File: src/rtl/lsu_sq.sv
// Store queue: holds speculative stores from LSU_ID, writes one retiring
// store at a time to the data cache and broadcasts it to the load queue.
module lsu_sq #(
  parameter int SQ_DEPTH = 8,
  parameter int TAG_W    = 6,
  parameter int ADDR_W   = 32,
  parameter int FUNC_W   = 4
) (
  input  logic              clk,
  input  logic              rst,
  input  logic              i_flush,
  output logic              o_full,
  input  logic              i_alloc_en,
  input  logic [TAG_W-1:0]  i_alloc_tag,
  input  logic [ADDR_W-1:0] i_alloc_addr,
  input  logic [31:0]       i_alloc_data,
  input  logic [FUNC_W-1:0] i_alloc_lsu_func,
  input  logic              i_rob_retire_en,
  input  logic [TAG_W-1:0]  i_rob_retire_tag,
  output logic              o_rob_retire_stall,
  output logic              o_dc_en,
  output logic [ADDR_W-1:0] o_dc_addr,
  output logic [31:0]       o_dc_data,
  output logic [FUNC_W-1:0] o_dc_lsu_func,
  input  logic              i_dc_ready,
  output logic              o_sq_retire_en,
  output logic [ADDR_W-1:0] o_sq_retire_addr,
  output logic [FUNC_W-1:0] o_sq_retire_lsu_func
);

  localparam int IDX_W = $clog2(SQ_DEPTH);

  typedef enum logic {
    IDLE,
    DC_REQ
  } state_t;

  state_t              state;
  logic [IDX_W-1:0]    ret_idx;
  logic [SQ_DEPTH-1:0] slot_valid;
  logic [SQ_DEPTH-1:0] valid_next;

  logic [ADDR_W-1:0]   slot_addr [SQ_DEPTH];
  logic [31:0]         slot_data [SQ_DEPTH];
  logic [FUNC_W-1:0]   slot_func [SQ_DEPTH];
  logic [TAG_W-1:0]    slot_tag  [SQ_DEPTH];

  logic [IDX_W-1:0]    alloc_idx;
  logic [IDX_W-1:0]    match_idx;
  logic                alloc_found;
  logic                match_found;
  logic                alloc_go;
  logic                retire_go;
  logic                dc_done;

  // Lowest-index free slot and lowest-index valid slot matching the retire tag
  always_comb begin
    alloc_found = 1'b0;
    alloc_idx   = '0;
    match_found = 1'b0;
    match_idx   = '0;
    for (int unsigned i = 0; i < SQ_DEPTH; i++) begin
      if (!slot_valid[i] && !alloc_found) begin
        alloc_found = 1'b1;
        alloc_idx   = IDX_W'(i);
      end
      if (slot_valid[i] && (slot_tag[i] == i_rob_retire_tag) && !match_found) begin
        match_found = 1'b1;
        match_idx   = IDX_W'(i);
      end
    end
  end

  assign o_full    = &slot_valid;
  assign alloc_go  = i_alloc_en && !o_full && !i_flush;
  assign retire_go = (state == IDLE) && i_rob_retire_en && match_found;
  assign dc_done   = (state == DC_REQ) && i_dc_ready;

  // Next valid vector. Flush wipes everything except the store that is
  // already committed to retire: the one in flight to the cache (unless it
  // finishes this cycle) or the one being accepted right now.
  always_comb begin
    valid_next = slot_valid;
    if (dc_done) valid_next[ret_idx] = 1'b0;
    if (alloc_go) valid_next[alloc_idx] = 1'b1;
    if (i_flush) begin
      valid_next = '0;
      if ((state == DC_REQ) && !i_dc_ready) valid_next[ret_idx] = 1'b1;
      if (retire_go) valid_next[match_idx] = 1'b1;
    end
  end

  // Slot valid bits
  always_ff @(posedge clk or posedge rst) begin
    if (rst) slot_valid <= '0;
    else     slot_valid <= valid_next;
  end

  // Slot payload capture on allocation; payload needs no reset
  always_ff @(posedge clk) begin
    if (alloc_go) begin
      slot_addr[alloc_idx] <= i_alloc_addr;
      slot_data[alloc_idx] <= i_alloc_data;
      slot_func[alloc_idx] <= i_alloc_lsu_func;
      slot_tag[alloc_idx]  <= i_alloc_tag;
    end
  end

  // Retire FSM: accept a matching retire in IDLE, hold the cache write in DC_REQ
  always_ff @(posedge clk or posedge rst) begin
    if (rst) begin
      state   <= IDLE;
      ret_idx <= '0;
    end else begin
      case (state)
        IDLE: begin
          if (retire_go) begin
            ret_idx <= match_idx;
            state   <= DC_REQ;
          end
        end
        DC_REQ: begin
          if (i_dc_ready) state <= IDLE;
        end
        default: state <= IDLE;
      endcase
    end
  end

  assign o_rob_retire_stall   = (state == DC_REQ);
  assign o_dc_en              = (state == DC_REQ);
  assign o_dc_addr            = o_dc_en ? slot_addr[ret_idx] : '0;
  assign o_dc_data            = o_dc_en ? slot_data[ret_idx] : '0;
  assign o_dc_lsu_func        = o_dc_en ? slot_func[ret_idx] : '0;
  assign o_sq_retire_en       = dc_done;
  assign o_sq_retire_addr     = dc_done ? slot_addr[ret_idx] : '0;
  assign o_sq_retire_lsu_func = dc_done ? slot_func[ret_idx] : '0;

endmodule

File: config.mk
export PLATFORM = sky130hd
export DESIGN_NAME = lsu_sq
export DESIGN_NICKNAME = d
export VERILOG_FILES = /design/src/rtl/lsu_sq.sv
export SDC_FILE = /design/constraint.sdc
export NUM_CORES = 1
export LEC_CHECK = 0
export CAP_MARGIN = 10
export CORE_ASPECT_RATIO = 1.2
export CORE_UTILIZATION = 35
export DETAILED_ROUTE_END_ITERATION = 7
export GPL_TIMING_DRIVEN = 0
export HOLD_SLACK_MARGIN = 0.03
export PLACE_DENSITY = 0.55
export SETUP_SLACK_MARGIN = 0.1
export SLEW_MARGIN = 5
export SYNTH_ARGS = -nofsm -noshare
export SYNTH_HDL_FRONTEND = slang
export SYNTH_SLANG_ARGS = --single-unit
export TNS_END_PERCENT = 1
File: constraint.sdc
create_clock -name clk -period 12.31 [get_ports clk]
set_input_delay 3.693 -clock clk [delete_from_list [all_inputs] [get_ports clk]]
set_output_delay 3.693 -clock clk [all_outputs]
set_load 0.05 [all_outputs]
==> results.cfg <==
[critical_path]
cp_num_buf_inv = 4
startpoint_type = primary input
cp_data_required_time_ps = 8620
worstPathMaxFanout = 11
crit_chain = clkdlybuf4s50_1, clkbuf_1, clkbuf_1, and2_1, clkdlybuf4s50_1
cp_top_family = buffers and inverters
cpMaxStageDelayCell = clkdlybuf4s50_1
critical_path_class = primary input to primary output
cp_data_arrival_time_ps = 6660
worstSetupEndpointType = primary output
critical-path-max-stage-delay_ps = 800

[clock_network]
clockRootBuffer = clkbuf_16
postCtsSetupBuffers = 0
path_clk_slew_ps = 60
clock_tree.buffer_depth = 3
htree_num_levels = 2
cts-resized-gates = 0
hold_buffers = 0
cts_tree = yes
clk_latency_ps = 620
cts_made_buffers = 58
cts.sinks = 604

[cells_and_area]
fillers = 5501
final_nets = 1609
layout_common_cells = edfxtp_1 (592), clkdlybuf4s50_1 (187), a22oi_1 (181)
drive_gt1_share_pct = 10.9
area_growth_pct = 23.3
stdcell_area_um2 = 27900
seq_area_um2 = 18100
multi_input_comb_area_um2 = 4150
final_common_cell = edfxtp_1

[drt]
viasPerCell = 5.47
dr.first_iter.drc_count = 1361
wl_mm = 66.3
vias = 13120
postRouteAntennaNets = 0
drc_errors = 18
wl_per_cell_um = 27.6
firstDrtPassIters = 8

[yosys]
yosysTopAreaCell = edfxtp_1
synthCells = 1245
synth_top_area_share_pct = 78.6
synthesis.nets = 1331
yosysSeqAreaShare_pct = 79.9
synth-seq-cells = 604
synth_area_leaders = edfxtp_1 (79%), a22oi_1 (6.0%), a221oi_1 (1.8%)
synth-async-reset-ratio_pct = 1.99
synth_edf_count = 592
yosys_warnings = 0
syn-cell-area_um2 = 22600
synth_ff_type = edfxtp_1
synth_cell_types = 56
syn_avg_cell_area_um2 = 18.2

[status]
failed_checks = design-rule violations
status = finished with violations

[timing]
period_share_pct = 84.1
worstMarginPinSlew_ps = 1150
period_needed_ps = 10350
slew_viol_final = 0
fmax_ghz = 0.0966
maxSlewHeadroom_pct = 23.2
hold_violations = 0
setup_viol = 0
rsz0062_at_grt = false
whs_ps = 718
skew_ps = 24.1

[die]
die_h_um = 280
fp.dieArea_um2 = 65600
die_w_um = 234
rows = 101
core_um2 = 63600
start_util_pct = 35.6
ios = 194

[pwr]
intPower_w = 0.00348
switchingPower_w = 0.00134
power_frac_seq_pct = 47.7
p_sw_share_pct = 27.9
power_frac_comb_pct = 17.5
power_density_nw_per_um2 = 173
worst_ir_drop_vdd_uv = 122
clkPwrFrac_pct = 34.8
leakage_nw = 8.57

[grt]
grt_util_all_layers_pct = 20.3
grt_pass1_wl_mm = 94.8
overflow = 0
antenna_found_initial = 10
first_global_vias = 13210
grt_max_degree = 48

[worst_hold_path]
hold_path.class = flip-flop to flip-flop

[place]
gp_congestion = 0.836
dpl_cell_area_um2 = 26100
hpwl_mm = 42.7
io_buffers = 187

[flow_run]
maxCapViolCount = 0
-- cell type report --
cell class	instances	share of cell area [%]
Clock inverter	40	0.987
Sequential cell	604	64.8
Antenna cell	4	0.0359
Multi-Input combinational cell	551	14.9
Tap cell	824	3.70
Timing Repair Buffer	218	8.68
Clock buffer	68	5.34
Inverter	5	0.0763
Buffer	85	1.49
-- synth_stat cells (all sizes together) (2+ instances only) --
| cell type | number |
|---|---|
| a22o | 46 |
| and3 | 3 |
| clkbuf | 36 |
| nor3 | 4 |
| a22oi | 181 |
| and2 | 39 |
| dfrtp | 12 |
| buf | 49 |
| edfxtp | 592 |
| mux2i | 2 |
| o211ai | 2 |
| a221oi | 46 |
| nand2 | 23 |
| or4 | 5 |
| a2bb2oi | 2 |
| a31oi | 49 |
| a21boi | 4 |
| nor3b | 4 |
| nor2 | 11 |
| inv | 4 |
| a41oi | 22 |
| a21oi | 7 |
| nand2b | 6 |
| o21ai | 3 |
| xnor2 | 26 |
| nor2b | 4 |
| a211oi | 3 |
| nand3 | 3 |
| nor4 | 8 |
| xor2 | 22 |
| nand4 | 10 |
-- routing by layer --
layer	wire length, um	vias to the layer above	global-route usage [%]
met5	79	-	0
met4	1730	14	6.34
met3	4460	117	3.87
met2	32900	495	34.0
met1	27100	6721	26.5
li1	-	5773	-
-- stage by stage --
step	setup WS [ps]	setup TNS, ps	power (W)	std cells	utilization [%]
after floorplan	2180	0	0.00281	1245	-
after global placement	-4450	-335770	0.00318	2256	40.1
after detailed placement	1780	0	0.00319	2286	41.1
after CTS	1790	0	0.00485	2394	43.8
after global routing	1840	0	0.00498	2396	43.9
final	1960	0	0.00482	2399	43.9
-- kinds of logic (layout without fill, tap and decap cells) --
kind of cell / after synthesis / count (layout) / share of synthesized area, %
flops: 604 / 604 / 79.9
compound gates: 377 / 377 / 12.9
simple gates: 124 / 124 / 3.29
buf+inv: 90 / 416 / 1.92
xor+xnor: 48 / 48 / 1.86
mux: 2 / 2 / 0.0885
other cells: 0 / 4 / 0
-- worst reg2reg max path, cell delays in order (launching register included) --
cell and delay, ps:
dfrtp_1 470, nand2b_1 140, a21boi_0 70, o21ai_0 780
nand2b_1 250, inv_4 620, buf_16 310
-- power by group through the flow --
| stage | logic [W] | registers (W) | clock network, W |
|---|---|---|---|
| after global placement | 0.000836 | 0.00235 | 0 |
| after detailed placement | 0.000851 | 0.00234 | 0 |
| final | 0.000844 | 0.00230 | 0.00168 |
| after global routing | 0.000900 | 0.00230 | 0.00178 |
| after CTS | 0.000853 | 0.00230 | 0.00170 |
| after floorplan | 0.000469 | 0.00234 | 0 |
-- path summary, 6_finish.rpt --
path                       slack (ps)                         to                    start  cells past startpoint
setup / recovery                 1960       o_sq_retire_addr[26]               i_dc_ready                      5
hold / removal                    720     ret_idx[2]$_DFFE_PP0P_   ret_idx[2]$_DFFE_PP0P_                      2
setup reg to reg                 9300  slot_addr[6][8]$_DFFE_PP_  slot_valid[7]$_DFF_PP0_                      6
hold reg to reg                   720     ret_idx[2]$_DFFE_PP0P_   ret_idx[2]$_DFFE_PP0P_                      2
max in group asynchronous        8560     ret_idx[0]$_DFFE_PP0P_                      rst                      2
min in group asynchronous        3410    slot_valid[0]$_DFF_PP0_                      rst                      2
-- registers in the layout, indices dropped and copies added, names as in the netlist --
name / count
slot_data: 256
slot_valid: 8
ret_idx: 3
o_dc_en: 1
slot_addr: 256
slot_func: 32
slot_tag: 48
Note: power is estimated with default switching activity, not from simulation.
==> RTL edit, RTL diff (same flow settings) <==
Make the reset (`rst`) synchronous in 2 clocked blocks.
--- a/src/rtl/lsu_sq.sv
+++ b/src/rtl/lsu_sq.sv
@@ -93,3 +93,3 @@
   // Slot valid bits
-  always_ff @(posedge clk or posedge rst) begin
+  always_ff @(posedge clk) begin
     if (rst) slot_valid <= '0;
@@ -109,3 +109,3 @@
   // Retire FSM: accept a matching retire in IDLE, hold the cache write in DC_REQ
-  always_ff @(posedge clk or posedge rst) begin
+  always_ff @(posedge clk) begin
     if (rst) begin
Behaviour: differs if rst is asserted again (counterexample within 4 cycles, from zero or initial values and one cycle with rst high); with rst held inactive, the same outputs for 4 cycles.
==> RTL edit against the original RTL <==
  * Final cell count decreased by 0.25%
  * Global-route usage decreased by 4.1 points
  * Highest routed layer unchanged
  * Critical path depth unchanged
  * Critical path type unchanged
  * Clock skew decreased by 2.9 ps
  * Routed wire length decreased by 17%
  * Synthesized area increased by 6.0%
  * Final area increased by 6.0%
  * Synthesized cell count decreased by 7.2%
  * Worst setup slack got worse by 37 ps
  * Sequential cell count increased by 3
Power is not compared: it rests on default switching activity, and its combinational part moved more than twofold at a synthesized area within 25%.
==> RTL edit: results (changes against the original RTL) <==
- Outcome: finished, final reports clean
- Nets: 1,528 (-5.0%)
- Hold path start: ret_idx[1]
- Leading registers by flop count: slot_addr: 256 flops, slot_data: 256 flops, slot_tag: 48 flops
- Htree depth: 2 (unchanged)
- Synth area leaders: edfxtp_1 (74%), mux4_2 (13%), mux2i_1 (2.9%), nor2b_1 (1.8%), dfxtp_1 (1.3%)
- CTS root buffer: clkbuf_16
- First-pass GRT wire length: 81,400 µm (-14%)
- P_int: ~3.4 mW
- Initial drt markers: 663 (-51%)
- Critical-path top delay cell: clkbuf_1
- Vias per cell: 4.89 (-11%)
- Signal arrival time at the worst endpoint: 6700 ps (+40 ps)
- Async set-or-reset flop fraction in the synthesized netlist: 0% (-2.0 points)
- Total CTS buffers: 59 (+1.7%)
- Skew-Pair Late Insertion Delay: 620 ps (about the same)
- Reg2reg start: slot_valid[0]
- Number of synthesized flops with an enable pin: 592 (unchanged)
- Maximum number of pins on one net before global-route repair: 27 (-44%)
- Static leakage: a little under 9 nW
- Worst Path Max Fanout: 10 (-1)
- Hold crit path type: flip-flop to flip-flop
- Post-synth cell types: 50 (-11%)
- 1st-pass router iterations: 5 (-3)
- Post-Syn Nets: 1,241 (-6.8%)
- Placed Area: 27,700 µm² (+6.0%)
- Antenna violations before repair: 6 (-4)
- CTS clk-pin slew, worst paths: 60 ps (about the same)
- VDD IR max: between 0.0001 and 0.00015 V
- Worst Setup SP: i_dc_ready
- Max incr delay on CP: 840 ps (+40 ps)
- Post-CTS Setup Inserts: 0 (unchanged)
- Number of global-route vias before repair: 12.5k (-5.0%)
- Share of cells above drive strength 1: 20.1% (+9.2 points)
- YS warnings: 0 (unchanged)
- Post-synth top flop: edfxtp_1
- Yosys top cell area share: 74.2% (-4.4 points)
- Post-DP HPWL: 36,800 µm (-14%)
- Ant diodes: 0 (-4)
- Max_slew headroom: 26.3% (+3.1 points)
- GPL Wtd Cong: 0.801 (-4.2%)
- Port bufs: 186 (-0.53%)
- Seq/Total Area, Yosys: 75.4% (-4.5 points)
- Crit-path leading delay family: buffers and inverters
- Routed wire length: 55,200 µm (-17%)
- Worst-case clock skew: 21.2 ps (-2.94 ps)
- Most frequent cells after synthesis: edfxtp_1 (592), mux4_2 (136), mux2i_1 (69), nor2b_1 (69), and2_1 (37)
- Total Routing Usage GR: 16.2% (-4.1 points)
-- RTL edit: cell count changes in the layout (fill, tap and decap cells not counted), sizes merged, moves of 44 or more --
cell and change:
a22o -46, a221oi -44, mux2i +67, a31oi -45
a22oi -181, mux4 +136, nor2b +65
-- RTL edit: cell type report --
| cell class | count | area [µm²] |
|---|---|---|
| sequential | 607 | 18100 |
| multi-input combinational | 480 | 5610 |
| timing repair buffer | 226 | 2500 |
| clock inverter | 39 | 367 |
| tap | 901 | 1130 |
| fill | 5926 | 37800 |
| inverter | 6 | 22.5 |
| buffer | 62 | 309 |
| clock buffer | 72 | 1550 |
-- RTL edit: per-layer routing --
metal  vias up  part of all wire (%)  global-route usage (%)
met1      6107                    42                    21.1
li1       5247                     -                       -
met5         -                  0.13                       0
met2       270                    51                    27.9
met4        10                   2.0                    4.24
met3        79                   4.5                    3.07
-- RTL edit: power groups by stage --
stage | sequential (mW) | combinational (mW) | clock, mW
after floorplan | 2.34 | 0.0650 | 0
after global placement | 2.34 | 0.135 | 0
final | 2.29 | 0.141 | 1.78
after global routing | 2.29 | 0.153 | 1.90
after CTS | 2.29 | 0.144 | 1.83
after detailed placement | 2.34 | 0.143 | 0
-- RTL edit: final timing paths --
check	cells after the start	slack, ps	to
min reg2reg	2	610	ret_idx[1]
min	2	610	ret_idx[1]
max	5	1920	o_sq_retire_addr[26]
max reg2reg	8	9340	slot_data[4][17]
-- RTL edit: tightest hold or removal path, delay by kind of cell, from the launching register on --
family / cells / cell delay [ps]
AOI/OAI and AO/OA: 1 / 110
buffers and inverters: 1 / 90
DFF: 1 / 340
-- RTL edit: logic make-up after synthesis --
family | after synthesis | share of synthesized area (%)
flip-flops | 607 | 75.4
AO/OA/AOI/OAI | 35 | 1.07
buffers and inverters | 68 | 1.38
XOR/XNOR | 48 | 1.79
multiplexers | 206 | 15.7
AND/OR/NAND/NOR | 191 | 4.62
-- RTL edit: stage by stage --
| stage | setup slack, ps | TNS, ps | cells |
|---|---|---|---|
| after floorplan | 2190 | 0 | 1155 |
| after global placement | -4180 | -634590 | 2242 |
| after detailed placement | 1640 | 0 | 2282 |
| after CTS | 1630 | 0 | 2393 |
| after global routing | 1610 | 0 | 2393 |
| final | 1920 | 0 | 2393 |
